`src/rtl/or_selftest_seq.sv`:
```
// Self-test sequencer for a two-input OR gate: walks A/B through 00,01,10,11,
// samples C at a fixed settle point in each dwell and reports a fail mask / pass flag.
module or_selftest_seq #(
    parameter int DWELL  = 8,
    parameter int SETTLE = 2,
    parameter int CNT_W  = 16
) (
    input  logic       CLK,
    input  logic       RST_N,
    input  logic       START,
    input  logic       CONTINUOUS,
    input  logic       C,
    output logic       A,
    output logic       B,
    output logic [1:0] VEC,
    output logic       BUSY,
    output logic       DONE,
    output logic       PASS,
    output logic [3:0] FAIL_MASK
);

    typedef enum logic [1:0] {
        S_IDLE   = 2'd0,
        S_RUN    = 2'd1,
        S_FINISH = 2'd2
    } state_t;

    localparam logic [CNT_W-1:0] LP_SETTLE = CNT_W'(SETTLE);
    localparam logic [CNT_W-1:0] LP_LAST   = CNT_W'(DWELL - 1);

    state_t           r_state, w_state_nxt;
    logic [CNT_W-1:0] r_cnt, w_cnt_nxt;
    logic [1:0]       r_vec, w_vec_nxt;
    logic [3:0]       r_mask, w_mask_nxt;
    logic             r_busy, w_busy_nxt;
    logic             r_done, w_done_nxt;
    logic             r_pass, w_pass_nxt;
    logic             w_launch;
    logic             w_expect;

    // Gate inputs come straight from the vector register, so A/B are registered
    // and return to 0 whenever VEC does.
    assign w_expect = r_vec[1] | r_vec[0];

    always_comb begin
        w_state_nxt = r_state;
        w_cnt_nxt   = r_cnt;
        w_vec_nxt   = r_vec;
        w_mask_nxt  = r_mask;
        w_pass_nxt  = r_pass;
        w_busy_nxt  = 1'b0;
        w_done_nxt  = 1'b0;
        w_launch    = 1'b0;

        case (r_state)
            S_IDLE: begin
                w_launch = START;
            end
            S_RUN: begin
                w_busy_nxt = 1'b1;
                w_cnt_nxt  = r_cnt + CNT_W'(1);
                if (r_cnt == LP_SETTLE) begin
                    w_mask_nxt[r_vec] = (C != w_expect);
                end
                if (r_cnt == LP_LAST) begin
                    w_cnt_nxt = '0;
                    if (r_vec != 2'd3) begin
                        w_vec_nxt = r_vec + 2'd1;
                    end else begin
                        // Uses the next-mask so a sample on the last dwell cycle still counts.
                        w_state_nxt = S_FINISH;
                        w_vec_nxt   = 2'd0;
                        w_busy_nxt  = 1'b0;
                        w_done_nxt  = 1'b1;
                        w_pass_nxt  = (w_mask_nxt == 4'b0000);
                    end
                end
            end
            S_FINISH: begin
                w_launch = START | CONTINUOUS;
                if (!w_launch) begin
                    w_state_nxt = S_IDLE;
                end
            end
            default: begin
                w_state_nxt = S_IDLE;
            end
        endcase

        if (w_launch) begin
            w_state_nxt = S_RUN;
            w_cnt_nxt   = '0;
            w_vec_nxt   = 2'd0;
            w_mask_nxt  = 4'b0000;
            w_busy_nxt  = 1'b1;
        end
    end

    always_ff @(posedge CLK or negedge RST_N) begin
        if (!RST_N) begin
            r_state <= S_IDLE;
            r_cnt   <= '0;
            r_vec   <= 2'd0;
            r_mask  <= 4'b0000;
            r_busy  <= 1'b0;
            r_done  <= 1'b0;
            r_pass  <= 1'b0;
        end else begin
            r_state <= w_state_nxt;
            r_cnt   <= w_cnt_nxt;
            r_vec   <= w_vec_nxt;
            r_mask  <= w_mask_nxt;
            r_busy  <= w_busy_nxt;
            r_done  <= w_done_nxt;
            r_pass  <= w_pass_nxt;
        end
    end

    assign A         = r_vec[1];
    assign B         = r_vec[0];
    assign VEC       = r_vec;
    assign BUSY      = r_busy;
    assign DONE      = r_done;
    assign PASS      = r_pass;
    assign FAIL_MASK = r_mask;

endmodule

```
`config.mk`:
```
export PLATFORM = sky130hd
export DESIGN_NAME = or_selftest_seq
export DESIGN_NICKNAME = d
export VERILOG_FILES = /design/src/rtl/or_selftest_seq.sv
export SDC_FILE = /design/constraint.sdc
export NUM_CORES = 1
export LEC_CHECK = 0
export ABC_AREA = 1
export CELL_PAD_IN_SITES_DETAIL_PLACEMENT = 1
export CELL_PAD_IN_SITES_GLOBAL_PLACEMENT = 1
export CORE_MARGIN = 1.5
export CORE_UTILIZATION = 38
export DETAILED_ROUTE_END_ITERATION = 7
export PLACE_DENSITY_LB_ADDON = 0.1
export SYNTH_ARGS = -nofsm -noshare
export SYNTH_HDL_FRONTEND = slang
export SYNTH_SLANG_ARGS = --single-unit
```
`constraint.sdc`:
```
create_clock -name CLK -period 1.4 [get_ports CLK]
set_clock_uncertainty 0.05 [all_clocks]
set_input_delay 0.28 -clock CLK [delete_from_list [all_inputs] [get_ports CLK]]
set_output_delay 0.28 -clock CLK [all_outputs]
set_load 0.05 [all_outputs]
```
=== Word level (Yosys, flattened, before mapping) ===
Cells that the tools add are included.

* Register bits after elaboration: 27
* Bits of input ports: 5
* Output and inout bits: 11
* Logic and storage cells: 59

* Add/sub/neg operators: 2
* Order comparisons: 2
* Equality and inequality tests: 10
* Mux-type cells: 27
* Bitwise logic cells: 3
* Reductions and logical operators: 8

{| class="wikitable"
|+ Operator list
! operator !! number
|-
| 16-bit 2-to-1 mux || 3
|-
| 16-bit by 1-bit adder with 16-bit output (second input constant) || 1
|-
| 16-bit by 2-bit == test with 1-bit output (second input constant) || 1
|-
| 16-bit by 3-bit == test with 1-bit output (second input constant) || 1
|-
| 2-bit 2-to-1 mux || 8
|-
| 4-bit 2-to-1 mux || 4
|-
| 3-bit != test (second input constant) || 3
|-
| 1-bit 2-to-1 mux || 8
|-
| 2-bit case mux with 3 select lines || 1
|-
| 4-bit bitwise mux || 1
|-
| 4-bit logical NOT || 1
|-
| 2-bit != test (second input constant) || 2
|-
| 4-bit AND reduction || 1
|-
| 2-bit nonzero test || 2
|-
| 2-bit by 3-bit less-than comparator with 1-bit output (second input constant) || 1
|-
| 3-bit AND reduction || 1
|-
| 2-bit by 1-bit adder with 2-bit output (second input constant) || 1
|-
| 1-bit demux with 2-bit select || 1
|-
| 2-bit by 1-bit == test with 1-bit output (second input constant) || 1
|-
| 2-bit == test (second input constant) || 1
|-
| 2-bit by 1-bit >= comparator with 1-bit output (second input constant) || 1
|-
| 2-bit logical NOT || 1
|-
| 1-bit OR || 2
|-
| 1-bit case mux with 2 select lines || 1
|-
| 4 further kinds || 4
|}

=== Logic depth before layout (Yosys ltp) ===
* Depth after elaboration: 9
* Depth in mapped cells: 12
* Mapped depth without buffers: 12

=== Worst setup path before layout ===
OpenSTA, ideal clock, no wires.

* Path kind: register to register
* Start point: register r_vec[1] (netlist: VEC[1])
* End point: register r_pass (netlist: PASS)
* Setup time: 0.066 ns
* Arrival: 1.696 ns
* Data required time: 1.284 ns
* Slack: -0.412 ns
* Stages on the path, launching flop included: 11
* Buffers on the path: 0
* Cell sequence: dfrtp_1 > inv_1 > ha_1 > or2_2 > nand2_1 > nand3_1 > nand2_1 > nand2_1 > nor2_1 > nand2_1 > nand2_1

* Cells in the longest elaborated chain, start to end: 8
* Elaborated cells on any way between the ends: 14

{| class="wikitable"
|+ RTL lines
! element !! line !! text
|-
| from (decl) || 33 || <nowiki>logic [1:0] r_vec, w_vec_nxt;</nowiki>
|-
| from (signal assigned) || 111 || <nowiki>r_vec <= w_vec_nxt;</nowiki>
|-
| 2-bit by 3-bit less-than comparator with 1-bit output (implied by the code) or 2-bit by 1-bit >= comparator with 1-bit output (tied branches) || 63 || <nowiki>w_mask_nxt[r_vec] = (C != w_expect);</nowiki>
|-
| 1-bit logical AND (implied by the code) || 63 ||
|-
| 1-bit 2-to-1 mux (implied by the code) || 63 ||
|-
| 1-bit demux with 2-bit select || 63 ||
|-
| 4-bit bitwise mux || 63 ||
|-
| 4-bit 2-to-1 mux || 62 || <nowiki>if (r_cnt == LP_SETTLE) begin</nowiki>
|-
| 4-bit 2-to-1 mux || 55 || <nowiki>case (r_state)</nowiki>
|-
| 4-bit logical NOT || 75 || <nowiki>w_pass_nxt = (w_mask_nxt == 4'b0000);</nowiki>
|-
| to (signal assigned) || 115 || <nowiki>r_pass <= w_pass_nxt;</nowiki>
|-
| to (decl) || 37 || <nowiki>logic r_pass, w_pass_nxt;</nowiki>
|}

Several ways; a longest one is shown, not always the timed one. The select of a mux whose other input is x is not followed.
A chain may end at the register's enable or synchronous reset.

=== Final worst setup path ===
* Start point: register r_cnt[0]
* End point: register r_pass (netlist: PASS)

* Cells in the longest elaborated chain, start to end: 4
* Elaborated cells on any way between the ends: 6

{| class="wikitable"
|+ RTL lines
! element !! line !! text
|-
| from (decl) || 32 || <nowiki>logic [CNT_W-1:0] r_cnt, w_cnt_nxt;</nowiki>
|-
| from (signal assigned) || 110 || <nowiki>r_cnt <= w_cnt_nxt;</nowiki>
|-
| 16-bit by 2-bit == test with 1-bit output || 62 ||
|-
| 4-bit 2-to-1 mux || 62 ||
|-
| 4-bit 2-to-1 mux || 55 ||
|-
| 4-bit logical NOT || 75 ||
|}

Several ways; a longest one is shown, not always the timed one. The select of a mux whose other input is x is not followed.

==> flow_summary.rst <==
.. list-table::
   :header-rows: 1

   * - Metric
     - Value
   * - Final slew viol count
     - 0
   * - Predominant post-synthesis flop cell
     - dfrtp_1
   * - Post-CTS clock slew at the launch and capture registers of the worst setup and hold paths
     - approximately 0.10 ns
   * - Worst endpoint required time
     - 1.57 ns
   * - Count of pins on the block boundary
     - 16
   * - Detailed-route via count
     - between 1,500 and 2,000
   * - Category of the worst setup path capture point
     - flip-flop
   * - Max frequency
     - roughly 0.62 GHz
   * - R2r endpoint
     - PASS$_DFFE_PN0P_
   * - Violation count after the first detailed-routing iteration
     - 82
   * - Sum of negative setup slack
     - -2.699 ns
   * - Initial antenna violation count
     - 0
   * - Netlist Area Pre-Place
     - ~0.0016 mm2
   * - DRT Pass-1 Iters
     - 4
   * - Synthesized Nets
     - between 200 and 250
   * - Cell area after placement
     - ~0.0022 mm2
   * - Via density per instance
     - ~5.3
   * - Hold Crit Class
     - in2async
   * - Min Clock Period, post-route
     - 1.602 ns
   * - Routability Congestion
     - 0.8007
   * - Average detailed-routed wire length per instance
     - approximately 18 um
   * - Place WS
     - -0.2918 ns
   * - Clock tree from TritonCTS
     - built
   * - Initial Utilization
     - a little over 40%
   * - Number of core rows
     - 23
   * - Critical path launch point
     - r_cnt[0]$_DFFE_PN0P_
   * - Largest net degree at the start of global routing
     - 28
   * - RSZ-0062 raised after global routing
     - true
   * - Warnings from Yosys
     - 0
   * - Cells along the critical path
     - buf_4 > ha_4 > nand2_4 > nor3_4 > buf_6 > nand4_1 > nor2_2 > nand2_1 > nand2_1
   * - Post-Syn Instances
     - roughly 210
   * - Standard cell core area
     - between 0.004 and 0.005 mm2
   * - Worst setup path category
     - reg2reg
   * - Number of cells on the worst reg-to-reg path
     - 9
   * - Worst endpoint data arrival time
     - approximately 1.8 ns
   * - Clock network latency to the later pin of the worst-skew pair
     - 0.28 ns
   * - Count of antenna-violating nets left after detailed routing
     - 0
   * - Maximum resistive drop on vdd
     - 326.8 uV
   * - Number of enable flip-flop cells after synthesis
     - 0
   * - Maximum fanout count along the critical path
     - 3
   * - Horiz. Die Dim
     - between 60 and 70 um
   * - Startpoint type of the worst setup path
     - flip-flop
   * - Fin util
     - 62.12%
   * - Setup violators final
     - 31
   * - Failing checks
     - negative setup slack
   * - H-Tree Depth
     - 1
   * - Longest Clk Path Bufs
     - 2
   * - Number of buffer cells added on primary ports
     - 15
   * - Post-route fraction of the period consumed by the critical path
     - 114.4%
   * - Layout Nets
     - approximately 280
   * - Global-route usage over all layers
     - approximately a quarter
   * - Worst Tran Pin Value
     - about 0.33 ns
   * - Worst R2R Start
     - r_cnt[0]$_DFFE_PN0P_
   * - Post-route cell area
     - ~0.0025 mm2
   * - Synthesis-to-finish area growth
     - 54.41%
   * - Mean instance size in the synthesized netlist
     - 7.942 um2
   * - Share of layout cells above drive strength 1
     - a little under half
   * - Cell repeated most along the worst path
     - nand2_1
   * - Residual DRC count
     - 0
   * - Vias in the first global route
     - 1,797
   * - CP max stage delay
     - 0.39 ns
   * - Total congestion overflow
     - 0
   * - First-pass GRT wire length
     - about 8.9 mm
   * - Wirelength, routed
     - just under 6 mm
   * - Sequential area share after synthesis
     - roughly two fifths
   * - Total die area
     - ~0.0047 mm2
   * - Clock root buffer master
     - clkbuf_8
   * - Dominant delay contributor by cell family on the critical path
     - simple AND/OR/NAND/NOR gates
   * - Final Total Pwr
     - 1288 uW
   * - Number of sinks handled by clock tree synthesis
     - 27
   * - Synth cell types
     - 30
   * - Antenna Cells
     - 0
   * - Die span in y
     - 68.78 um
   * - Hold Violations, Final
     - 0
   * - Count of fill cells added during filler insertion
     - 462
   * - Slowest stage cell, crit path
     - dfrtp_1
   * - Worst rel slew slack
     - between 70% and 80%
   * - Seq cells post-synth
     - 27
   * - DP Wirelength
     - between 3 and 4 mm
   * - Standby leakage power
     - approximately 0.0011 uW
   * - Worst-case register-to-register setup slack
     - -0.20 ns
   * - Number of buffers added by the clock tree synthesis step
     - 3
   * - Count of max-cap constraint violations
     - 0
   * - Run status
     - complete, but fails checks
   * - Total power divided by cell area
     - around 500 mW/mm2
   * - Async SR Flop Fraction
     - 100.0%
   * - Slack of the critical path
     - -0.2018 ns
   * - Worst path buffer plus inverter count
     - 2
layout by cell type (no fill, tap or decap), types with 2 or more instances in the layout:
cell type	n
nand2_4	4
inv_1	16
o21ai_1	11
o22ai_1	5
o22ai_2	2
nand3_2	5
buf_4	33
a21oi_2	2
nor3_4	2
dfrtp_1	23
buf_12	12
ha_2	2
ha_1	2
nand2_1	38
nor3_2	2
ha_4	2
o21ai_2	4
inv_2	6
nor3_1	3
nor2_1	13
dfrtp_2	4
nand3_1	8
nand4_1	4
a21oi_1	2
o211ai_1	2
nor2_4	6
nor2_2	6
clkbuf_8	3
nand2_2	15
clkdlybuf4s50_1	4
buf_6	8
xor2_1	5
timing repair:
item                       in CTS  in global routing
pin swaps                       8                 14
setup endpoints to repair      29                 31
setup buffers                   5                  3
hold buffers                    0                  0
resized for setup              20                 35
layer usage:
metal,vias to the layer above,track usage (%),wire length [um]
met5,-,0,0
met4,0,7.353,169
met3,18,2.922,141
met2,28,48.08,3191
met1,840,31.08,2277
li1,786,-,-
worst max path at each step:
| stage | endpoint | depth (start not counted) |
|---|---|---|
| 2_1_floorplan | PASS$_DFFE_PN0P_ | 10 |
| 3_3_place_gp | PASS$_DFFE_PN0P_ | 10 |
| 3_5_place_dp | PASS$_DFFE_PN0P_ | 11 |
| 4_1_cts | PASS$_DFFE_PN0P_ | 8 |
| 5_1_grt | r_cnt[13]$_DFFE_PN0P_ | 9 |
| 6_report | PASS$_DFFE_PN0P_ | 9 |
report_power, final:
part / total (uW) / internal (uW) / switching, uW
logic: 40.1 / 16.6 / 23.5
registers: 779 / 779 / 0
clock network: 468 / 200 / 268
total: 1290 / 996 / 292
stage by stage:
step           instances  hold WS [ns]
5_1_grt              314        0.2987
4_1_cts              312        0.2933
2_1_floorplan        207      -0.06559
3_5_place_dp         303        0.5147
6_report             314        0.2917
3_3_place_gp         303        0.4762
synth_stat cells (3+ instances only):
| cell type | number | area [um2] |
|---|---|---|
| a21oi_1 | 4 | 20.02 |
| buf_4 | 3 | 22.52 |
| dfrtp_1 | 27 | 675.7 |
| ha_1 | 6 | 75.07 |
| inv_1 | 18 | 67.56 |
| inv_2 | 5 | 18.77 |
| nand2_1 | 49 | 183.9 |
| nand2_2 | 7 | 43.79 |
| nand3_1 | 13 | 65.06 |
| nand4_1 | 4 | 25.02 |
| nor2_1 | 18 | 67.56 |
| nor2_2 | 3 | 18.77 |
| nor2_4 | 4 | 45.04 |
| nor3_1 | 4 | 20.02 |
| o21ai_0 | 3 | 15.01 |
| o21ai_1 | 12 | 60.06 |
| o22ai_1 | 7 | 43.79 |
| xor2_1 | 6 | 52.55 |
flip-flops by register name, summed over array words and instances, names as in the netlist:
signal	cells
FAIL_MASK	4
DONE	1
PASS	1
VEC	2
r_cnt	16
r_state	2
BUSY	1
cell families (layout without fill, tap and decap cells):
kind of cell,Yosys count,after routing,share of synthesized area (%)
and+or+nand+nor,109,109,32.88
AOI/OAI and AO/OA,31,31,10.81
adders and majority gates,6,6,4.566
xor gates and xnor gates,7,7,3.729
buffers and inverters,27,84,6.925
DFF,27,27,41.10
final cells by class:
type / instances / area [um2] / area share, %
clock buffer: 3 / 41.29 / 1.626
clock inverter: 1 / 5.005 / 0.1971
inverter: 23 / 88.84 / 3.499
multi-input combinational: 153 / 1042 / 41.05
sequential: 27 / 680.7 / 26.81
tap: 50 / 62.56 / 2.464
timing repair buffer: 57 / 618.1 / 24.35
No activity file was read; power rests on OpenSTA's default activity.
